`config.mk`:
```
export PLATFORM = sky130hd
export DESIGN_NAME = uart_tx_fifo
export DESIGN_NICKNAME = d
export VERILOG_FILES = /design/src/rtl/uart_tx_fifo.sv
export SDC_FILE = /design/constraint.sdc
export NUM_CORES = 1
export LEC_CHECK = 0
export BUFFER_PORTS_ARGS = -buffer_cell sky130_fd_sc_hd__clkbuf_2
export CAP_MARGIN = 20
export CORE_MARGIN = 8
export CORE_UTILIZATION = 60
export CTS_CLUSTER_DIAMETER = 80
export DETAILED_ROUTE_END_ITERATION = 10
export PLACE_DENSITY = 0.83
export SLEW_MARGIN = 25
export SYNTH_ARGS = -nofsm -noshare
export SYNTH_HDL_FRONTEND = slang
export SYNTH_SLANG_ARGS = --single-unit
```
`constraint.sdc`:
```
create_clock -name clk -period 9.67 [get_ports clk]
set_input_delay 1.4505 -clock clk [delete_from_list [all_inputs] [get_ports clk]]
set_output_delay 1.4505 -clock clk [all_outputs]
set_load 0.02 [all_outputs]
```
`src/rtl/uart_tx_fifo.sv`:
```
// Buffered 8N1 UART transmitter: byte FIFO in front of a START/DATA/STOP shifter.
// Every output is registered; tx lags the FSM state by one cycle.
module uart_tx_fifo #(
  parameter int CLKS_PER_BIT = 868,
  parameter int FIFO_AW      = 4
) (
  input  logic               clk,
  input  logic               rstd,
  input  logic               wr_en,
  input  logic [7:0]         wr_data,
  output logic               tx,
  output logic               full,
  output logic               empty,
  output logic [FIFO_AW:0]   count,
  output logic               busy,
  output logic               overflow
);

  localparam int DEPTH = 2 ** FIFO_AW;
  localparam int BW    = (CLKS_PER_BIT > 2) ? $clog2(CLKS_PER_BIT) : 1;

  typedef enum logic [1:0] {IDLE, START, DATA, STOP} state_t;

  state_t             state, state_nxt;
  logic [7:0]         mem [DEPTH];
  logic [FIFO_AW-1:0] wr_ptr, rd_ptr;
  logic [FIFO_AW:0]   count_nxt;
  logic [BW-1:0]      baud;
  logic [2:0]         bit_idx;
  logic [7:0]         shift;
  logic               baud_end, push, pop, tx_nxt;

  assign baud_end = (baud == BW'(CLKS_PER_BIT - 1));
  // full is the registered flag, so a drop is decided on pre-edge occupancy
  assign push     = wr_en && !full;

  always_comb begin
    state_nxt = state;
    pop       = 1'b0;
    case (state)
      IDLE:  if (!empty) begin
               pop       = 1'b1;
               state_nxt = START;
             end
      START: if (baud_end) state_nxt = DATA;
      DATA:  if (baud_end && bit_idx == 3'd7) state_nxt = STOP;
      STOP:  if (baud_end) begin
               if (!empty) begin
                 pop       = 1'b1;
                 state_nxt = START;
               end else begin
                 state_nxt = IDLE;
               end
             end
      default: state_nxt = IDLE;
    endcase
  end

  always_comb begin
    count_nxt = count;
    case ({push, pop})
      2'b10:   count_nxt = count + 1'b1;
      2'b01:   count_nxt = count - 1'b1;
      default: count_nxt = count;
    endcase
  end

  always_comb begin
    tx_nxt = 1'b1;
    case (state)
      START:   tx_nxt = 1'b0;
      DATA:    tx_nxt = shift[0];
      default: tx_nxt = 1'b1;
    endcase
  end

  // storage carries no reset; zeroed pointers make old contents unreachable
  always_ff @(posedge clk) begin
    if (push) mem[wr_ptr] <= wr_data;
  end

  always_ff @(posedge clk or negedge rstd) begin
    if (!rstd) begin
      wr_ptr   <= '0;
      rd_ptr   <= '0;
      count    <= '0;
      full     <= 1'b0;
      empty    <= 1'b1;
      overflow <= 1'b0;
    end else begin
      if (push) wr_ptr <= wr_ptr + 1'b1;
      if (pop)  rd_ptr <= rd_ptr + 1'b1;
      if (wr_en && full) overflow <= 1'b1;
      count <= count_nxt;
      full  <= (count_nxt == (FIFO_AW+1)'(DEPTH));
      empty <= (count_nxt == '0);
    end
  end

  always_ff @(posedge clk or negedge rstd) begin
    if (!rstd) begin
      state   <= IDLE;
      baud    <= '0;
      bit_idx <= '0;
      shift   <= '0;
      tx      <= 1'b1;
      busy    <= 1'b0;
    end else begin
      state <= state_nxt;
      busy  <= (state_nxt != IDLE);
      tx    <= tx_nxt;
      if (state == IDLE || baud_end) baud <= '0;
      else                           baud <= baud + 1'b1;
      if (state == START && baud_end)     bit_idx <= '0;
      else if (state == DATA && baud_end) bit_idx <= bit_idx + 1'b1;
      if (pop)                            shift <= mem[rd_ptr];
      else if (state == DATA && baud_end) shift <= {1'b0, shift[7:1]};
    end
  end

endmodule

```
# Word-level counts from Yosys, hierarchy flattened

Memory sizes are Yosys's and may differ from the RTL's.
Index checks and enable logic that the tools add are counted.

Reduce and logical (&&, ||, !) cells: 12
Equality and inequality tests: 8
Mux-type cells: 18
Add/subtract/negate cells: 6

Operators with widths:

| operator              | count |
|---|---|
| $mux 8                | 2 |
| $add 10x1->10 const B | 1 |
| $eq 10x10->1 const B  | 1 |
| $mux 10               | 1 |
| $pmux 5 s2            | 1 |
| $add 4x1->4 const B   | 2 |
| $mux 2                | 4 |
| $pmux 2 s4            | 1 |
| $eq 2x2->1 const B    | 3 |
| $mux 3                | 2 |
| $reduce_bool 2->1     | 3 |
| $add 5x1->5 const B   | 1 |
| $eq 5x5->1 const B    | 1 |
| $logic_and 1x1->1     | 5 |
| $logic_not 5->1       | 1 |
| $mux 1                | 5 |
| $sub 5x1->5 const B   | 1 |
| $eq 2x1->1 const B    | 2 |
| $pmux 1 s2            | 2 |
| $add 3x1->3 const B   | 1 |
| $eq 3x3->1 const B    | 1 |
| $logic_not 2->1       | 1 |
| $logic_not 1->1       | 1 |
| $logic_or 1x1->1      | 1 |

Logic and storage cells: 57
Memories: 1
Bits of input ports: 11
Bits in registers: 41
Output and inout bits: 10
Memory bits (writable): 128

Memories:

| memory | words | width | read ports | clocked after memory_dff | write ports | RTL line | text |
|---|---|---|---|---|---|---|---|
| mem    | 16    | 8     | 1          | 0                        | 1           | 25       | `logic [7:0] mem [DEPTH];` |

# Longest topological paths before layout

Word-level depth: 6
Depth in mapped cells: 15
Depth with buffers taken out: 13

# Worst setup path before layout

Ideal clock, no wire load.

Path type: input to register
Start: input port wr_en
End: register full
Path buffers: 1
Stages on the path: 11
Required time: 9.590 ns
Library setup time: 0.080 ns
Arrival: 3.951 ns
Setup slack: 5.639 ns
Cell sequence: and2b_2 -> clkbuf_8 -> o41ai_4 -> xor2_1 -> ha_1 -> a21oi_1 -> mux2_2 -> o21ai_0 -> o32ai_1 -> or3_4 -> nor3b_2

Longest elaborated chain between the ends: 4
Elaborated cells between the ends (all ways): 5
Those cells by class: eq/ne: 3; mux: 1; reduce/logical: 1

RTL lines:

| element                                  | RTL line | text |
|---|---|---|
| from (decl)                              | 9        | `input logic wr_en,` |
| $logic_and 1x1->1 *                      | 35       | `assign push = wr_en && !full;` |
| $eq 2x1->1 or $eq 2x2->1 (tied branches) | 61       | `case ({push, pop})` |
| $pmux 5 s2 *                             | 61       |  |
| named net count_nxt[2]                   | 27       | `logic [FIFO_AW:0] count_nxt;` |
| $eq 5x5->1 *                             | 95       | `full <= (count_nxt == (FIFO_AW+1)'(DEPTH));` |
| to (signal assigned)                     | 95       |  |
| to (decl)                                | 12       | `output logic full,` |

Mark *: on every way through the listed nets, which the timed path passes. The rest lies on a longest branch.
A chain may end at the register's enable or synchronous reset.

# Final worst setup path

Ends and elaborated chain as after synthesis.

==> results.md <==
Clocking:
- After clock tree synthesis, the clock-pin slew on the worst setup and hold paths is approximately 60 ps.
- The later-pin clock latency in the skew report is roughly 440 ps.
- The root buffer cell chosen for the clock tree is sky130_fd_sc_hd__clkbuf_16.
- The number of H-tree branching levels is 4.
- The number of buffers on the longest clock path is 2.
- The clock tree from TritonCTS is yes.
- After clock tree synthesis, the setup repair step added 0 buffers.
- The tree built by TritonCTS fans out to 169 sinks.
- Buffers inserted to repair hold after CTS numbered 0.
- Once the clock tree was built, the resizer swapped 0 gates to a different size.
- In this run, CTS created clock tree buffers numbering 17.

Status:
- The run finished with clean final reports.

Yosys:
- Yosys printed 0 warnings.
- The synthesized-area fraction occupied by ao, oa, aoi and oai cells is 4.49%.
- After Yosys synthesis, XOR and XNOR cells account for 2.31% of the synthesized area.
- The post-synthesis average cell area is approximately 17 um^2.
- The synthesized instance count is 429.
- Sequential elements use about 68% of the synthesized area.
- The main combinational cell family by area after synthesis is multiplexers.
- The number of nets produced by synthesis is 455.
- Of the total synthesized cell area, the portion taken by AND, OR, NAND and NOR gates is 7.53%.
- Synthesis inferred 169 register bits.
- After Yosys synthesis, full adders, half adders and majority gates account for ~2.6% of the synthesized area.
- The mapped netlist covers 7190 um^2.
- The distinct cell type count of the synthesized netlist is 50.
- The share of cell area taken by muxes after synthesis is 13.2%.

Worst setup path:
- The worst register-to-register path begins at baud[0].
- The slowest cell on the critical path is sky130_fd_sc_hd__o41ai_4.
- The largest driver fanout on the critical path is 10.
- The required time reported for the critical path endpoint is 10030 ps.
- The critical path in this run is classified as input port to register.
- The cell depth of the worst flop-to-flop path is 13.
- In this design, the stage delay of the slowest critical-path cell is between 500 and 600 ps.
- The arrival time of the worst setup path is 4320 ps.
- STA classifies the critical path endpoint as a register.
- The sort of element at the start of the critical path is an input port.
- The reg-to-reg endpoint is full.
- The end point of the critical path is full.
- The worst register-to-register path has a setup slack of 5770 ps.
- The most critical setup path has its startpoint at wr_en.
- Traced cell by cell, the critical path runs through clkbuf_2 > and2b_2 > o41ai_4 > xor2_1 > ha_1 > a21oi_1 > mux2_2 > o21ai_0 > o32ai_1 > or3_4 > nor3b_2.

STA:
- Setup violations remaining at the end of the flow were counted as 0.
- After routing, the total negative slack on setup checks comes to 0 ps.
- The max-slew violation count was 0.
- Static timing analysis puts the maximum clock frequency at ~0.25 GHz.
- Setup repair after global routing left no endpoint under its margin.
- Measured against its own limit, the worst slew margin works out to roughly half.
- For the final database, setup skew stands at about 6.5 ps.
- For the pin with the worst max-slew slack, the measured transition is 777 ps.
- The final critical path takes up 41.0% of the cycle.
- The number of hold-slack violations in the final timing report is 0.
- The shortest clock period the worst path allows after layout is 3960 ps.

Route:
- Dividing the detail-routed wire length by the instance count gives between 20 and 25 um.
- Dividing the detail-routed via count by the number of cells gives 6.24.
- The first-pass iteration count of the detailed router is 5.
- The via total after detailed routing is 3810.
- The detail route stage leaves a number of antenna-violating nets equal to 0.
- The DRC violation count after routing is 0.
- The starting DRC count in detailed routing is 345.
- The routed design has 13.7 mm of wire.

Placed design:
- The total of buffers placed on input and output ports is 20.
- After detailed placement, the total cell area comes to 7380 um^2.
- The placed wire-length estimate is about 8.6 mm.
- Counting tap cells, the placed design contains a total of between 500 and 600 instances.
- The congestion estimate from routability-driven global placement came to 0.757.

Final layout:
- The post-route netlist has 22.8% of its cells at a drive strength greater than 1.
- Summing all non-filler instances in the final layout gives an area of 7950 um^2.
- The final-stage net count is 478.
- Compared with the post-synthesis result, the final layout area differs by 10.5%.
- The non-filler instance count after layout is 611.
- The count of antenna diodes in the layout is 0.

Power:
- In this run the static leakage power is 2.88 nW.
- Power comes to 2.35 mW.
- The worst IR drop on VDD is roughly 0.00019 V.
- Dividing total power by cell area gives a power density of 296 nW/um^2.

Die:
- For this design the top-level I/O count stands at 21.
- The height of the die is 125 um.
- The total area inside the core boundary comes to 11900 um^2.
- The effective utilization at floorplan is 60.6%.
- The full die area is 15700 um^2.
- The die is between 100 and 150 um wide.
- After floorplanning, the core was divided into 40 placement rows.

GRT:
- Global routing used 18.5% of the available tracks.
- The first global-routing pass estimated ~22 mm of wire.
- The pin count of the biggest net entering global routing is 42.
- The via count of the first global-routing pass is 3994.
- Global routing finished with a remaining overflow of 0.
- The initial antenna violation count is 0.

Flow run:
- The number of maximum-capacitance constraint violations is 0.

Min path:
- The type of the worst min-delay path is register to register.
==> cell usage after synthesis (all sizes together) <==
library cell	n	area [um^2]
or3	2	18.8
o22a	1	8.76
nor2b	7	43.8
mux4	33	743
edfxtp	128	3840
a211oi	9	67.6
nand3	6	35.0
and2	17	108
nand4	4	25.0
dfrtp	39	976
inv	8	30.0
o31a	1	10.0
ha	15	188
mux2	3	33.8
clkbuf	12	58.8
nor4	1	12.5
nor2	15	56.3
o221ai	1	8.76
xnor2	9	78.8
nor3b	5	53.8
nand2b	1	6.26
a21o	1	7.51
o211ai	1	7.51
dfstp	2	52.6
nand2	24	90.1
o32ai	1	8.76
o41ai	1	27.5
and2b	1	8.76
and3	6	38.8
xor2	10	87.6
nor3	4	20.0
o2bb2ai	1	8.76
or2	2	12.5
bufbuf	1	32.5
mux2i	17	170
a21oi	14	70.1
buf	6	32.5
o21ai	18	90.1
o31ai	1	7.51
and4bb	1	12.5
==> registers in the layout, indices dropped and copies added (netlist names), 2 cells and up <==
register,flops
shift,8
baud,10
count,5
rd_ptr,4
mem,128
wr_ptr,4
state,2
bit_idx,3
==> logic make-up after synthesis <==
kind of cell    after synthesis
compound gates               50
xor+xnor                     19
fa+ha+maj                    15
buf+inv                      27
flops                       169
mux                          53
simple gates                 96
==> cells in the final DEF (no fill, tap or decap), types with 2 or more instances in the layout <==
cell type,netlist,layout
sky130_fd_sc_hd__a21oi_1,14,14
sky130_fd_sc_hd__a211oi_1,9,9
sky130_fd_sc_hd__edfxtp_1,128,128
sky130_fd_sc_hd__ha_1,15,15
sky130_fd_sc_hd__inv_8,0,2
sky130_fd_sc_hd__nor2b_1,7,7
sky130_fd_sc_hd__nand2_1,24,24
sky130_fd_sc_hd__inv_1,8,8
sky130_fd_sc_hd__dfrtp_1,39,38
sky130_fd_sc_hd__clkbuf_16,0,17
sky130_fd_sc_hd__xor2_1,10,10
sky130_fd_sc_hd__nor3_1,4,4
sky130_fd_sc_hd__mux2i_1,17,17
sky130_fd_sc_hd__inv_6,0,4
sky130_fd_sc_hd__buf_4,0,4
sky130_fd_sc_hd__xnor2_1,9,9
sky130_fd_sc_hd__mux2_2,3,3
sky130_fd_sc_hd__nand4_1,4,4
sky130_fd_sc_hd__nand3_1,5,5
sky130_fd_sc_hd__mux4_2,33,33
sky130_fd_sc_hd__clkinv_1,0,2
sky130_fd_sc_hd__and2_1,16,16
sky130_fd_sc_hd__o21ai_0,18,18
sky130_fd_sc_hd__nor3b_1,3,3
sky130_fd_sc_hd__or2_2,2,2
sky130_fd_sc_hd__dfstp_2,2,2
sky130_fd_sc_hd__clkbuf_2,0,19
sky130_fd_sc_hd__nor2_1,15,14
sky130_fd_sc_hd__and3_1,5,5
sky130_fd_sc_hd__clkinvlp_4,0,2
==> metrics by stage <==
step	util, %	setup slack [ps]	hold WS [ps]
after floorplan	-	5640	447
after global placement	62.2	5510	438
after detailed placement	62.2	5260	445
after CTS	67.0	5740	460
after global routing	67.0	5390	470
final	67.0	5710	452
==> per-layer routing <==
metal	routed length [um]	global-route usage (%)	vias up
met3	782	4.89	21
met2	7040	30.5	142
met5	0	0	-
met4	286	9.46	0
li1	-	-	1696
met1	5550	21.9	1951
==> worst max-delay path: cells and delay by family <==
kind            cells  cell delay (ps)
fa+ha+maj           1              260
compound gates      4             1160
simple gates        3              830
xor+xnor            1              150
mux                 1              380
buf+inv             1               90
==> report_power, final <==
group / switching [mW] / internal [mW] / total, mW / leakage (nW)
Sequential: 0.0868 / 0.906 / 0.993 / 1.67
Clock: 0.293 / 0.359 / 0.652 / 0.272
Combinational: 0.395 / 0.314 / 0.709 / 0.941
==> area by class of cell <==
| type | instances | area (um^2) |
|---|---|---|
| inverter | 8 | 30.0 |
| clock inverter | 14 | 140 |
| tap | 147 | 184 |
| clock buffer | 17 | 425 |
| timing repair buffer | 23 | 125 |
| sequential | 169 | 4870 |
| multi-input combinational | 233 | 2170 |
| fill | 746 | 3920 |
==> worst min-delay path by stage <==
stage                  start        to  slack, ps  depth (start not counted)
finish              overflow  overflow        450                          1
global route        overflow  overflow        470                          1
CTS                 overflow  overflow        460                          1
detailed placement  overflow  overflow        450                          1
global placement    overflow  overflow        440                          1
floorplan            baud[0]   baud[0]        450                          1
Note: power is estimated with default switching activity, not from simulation.
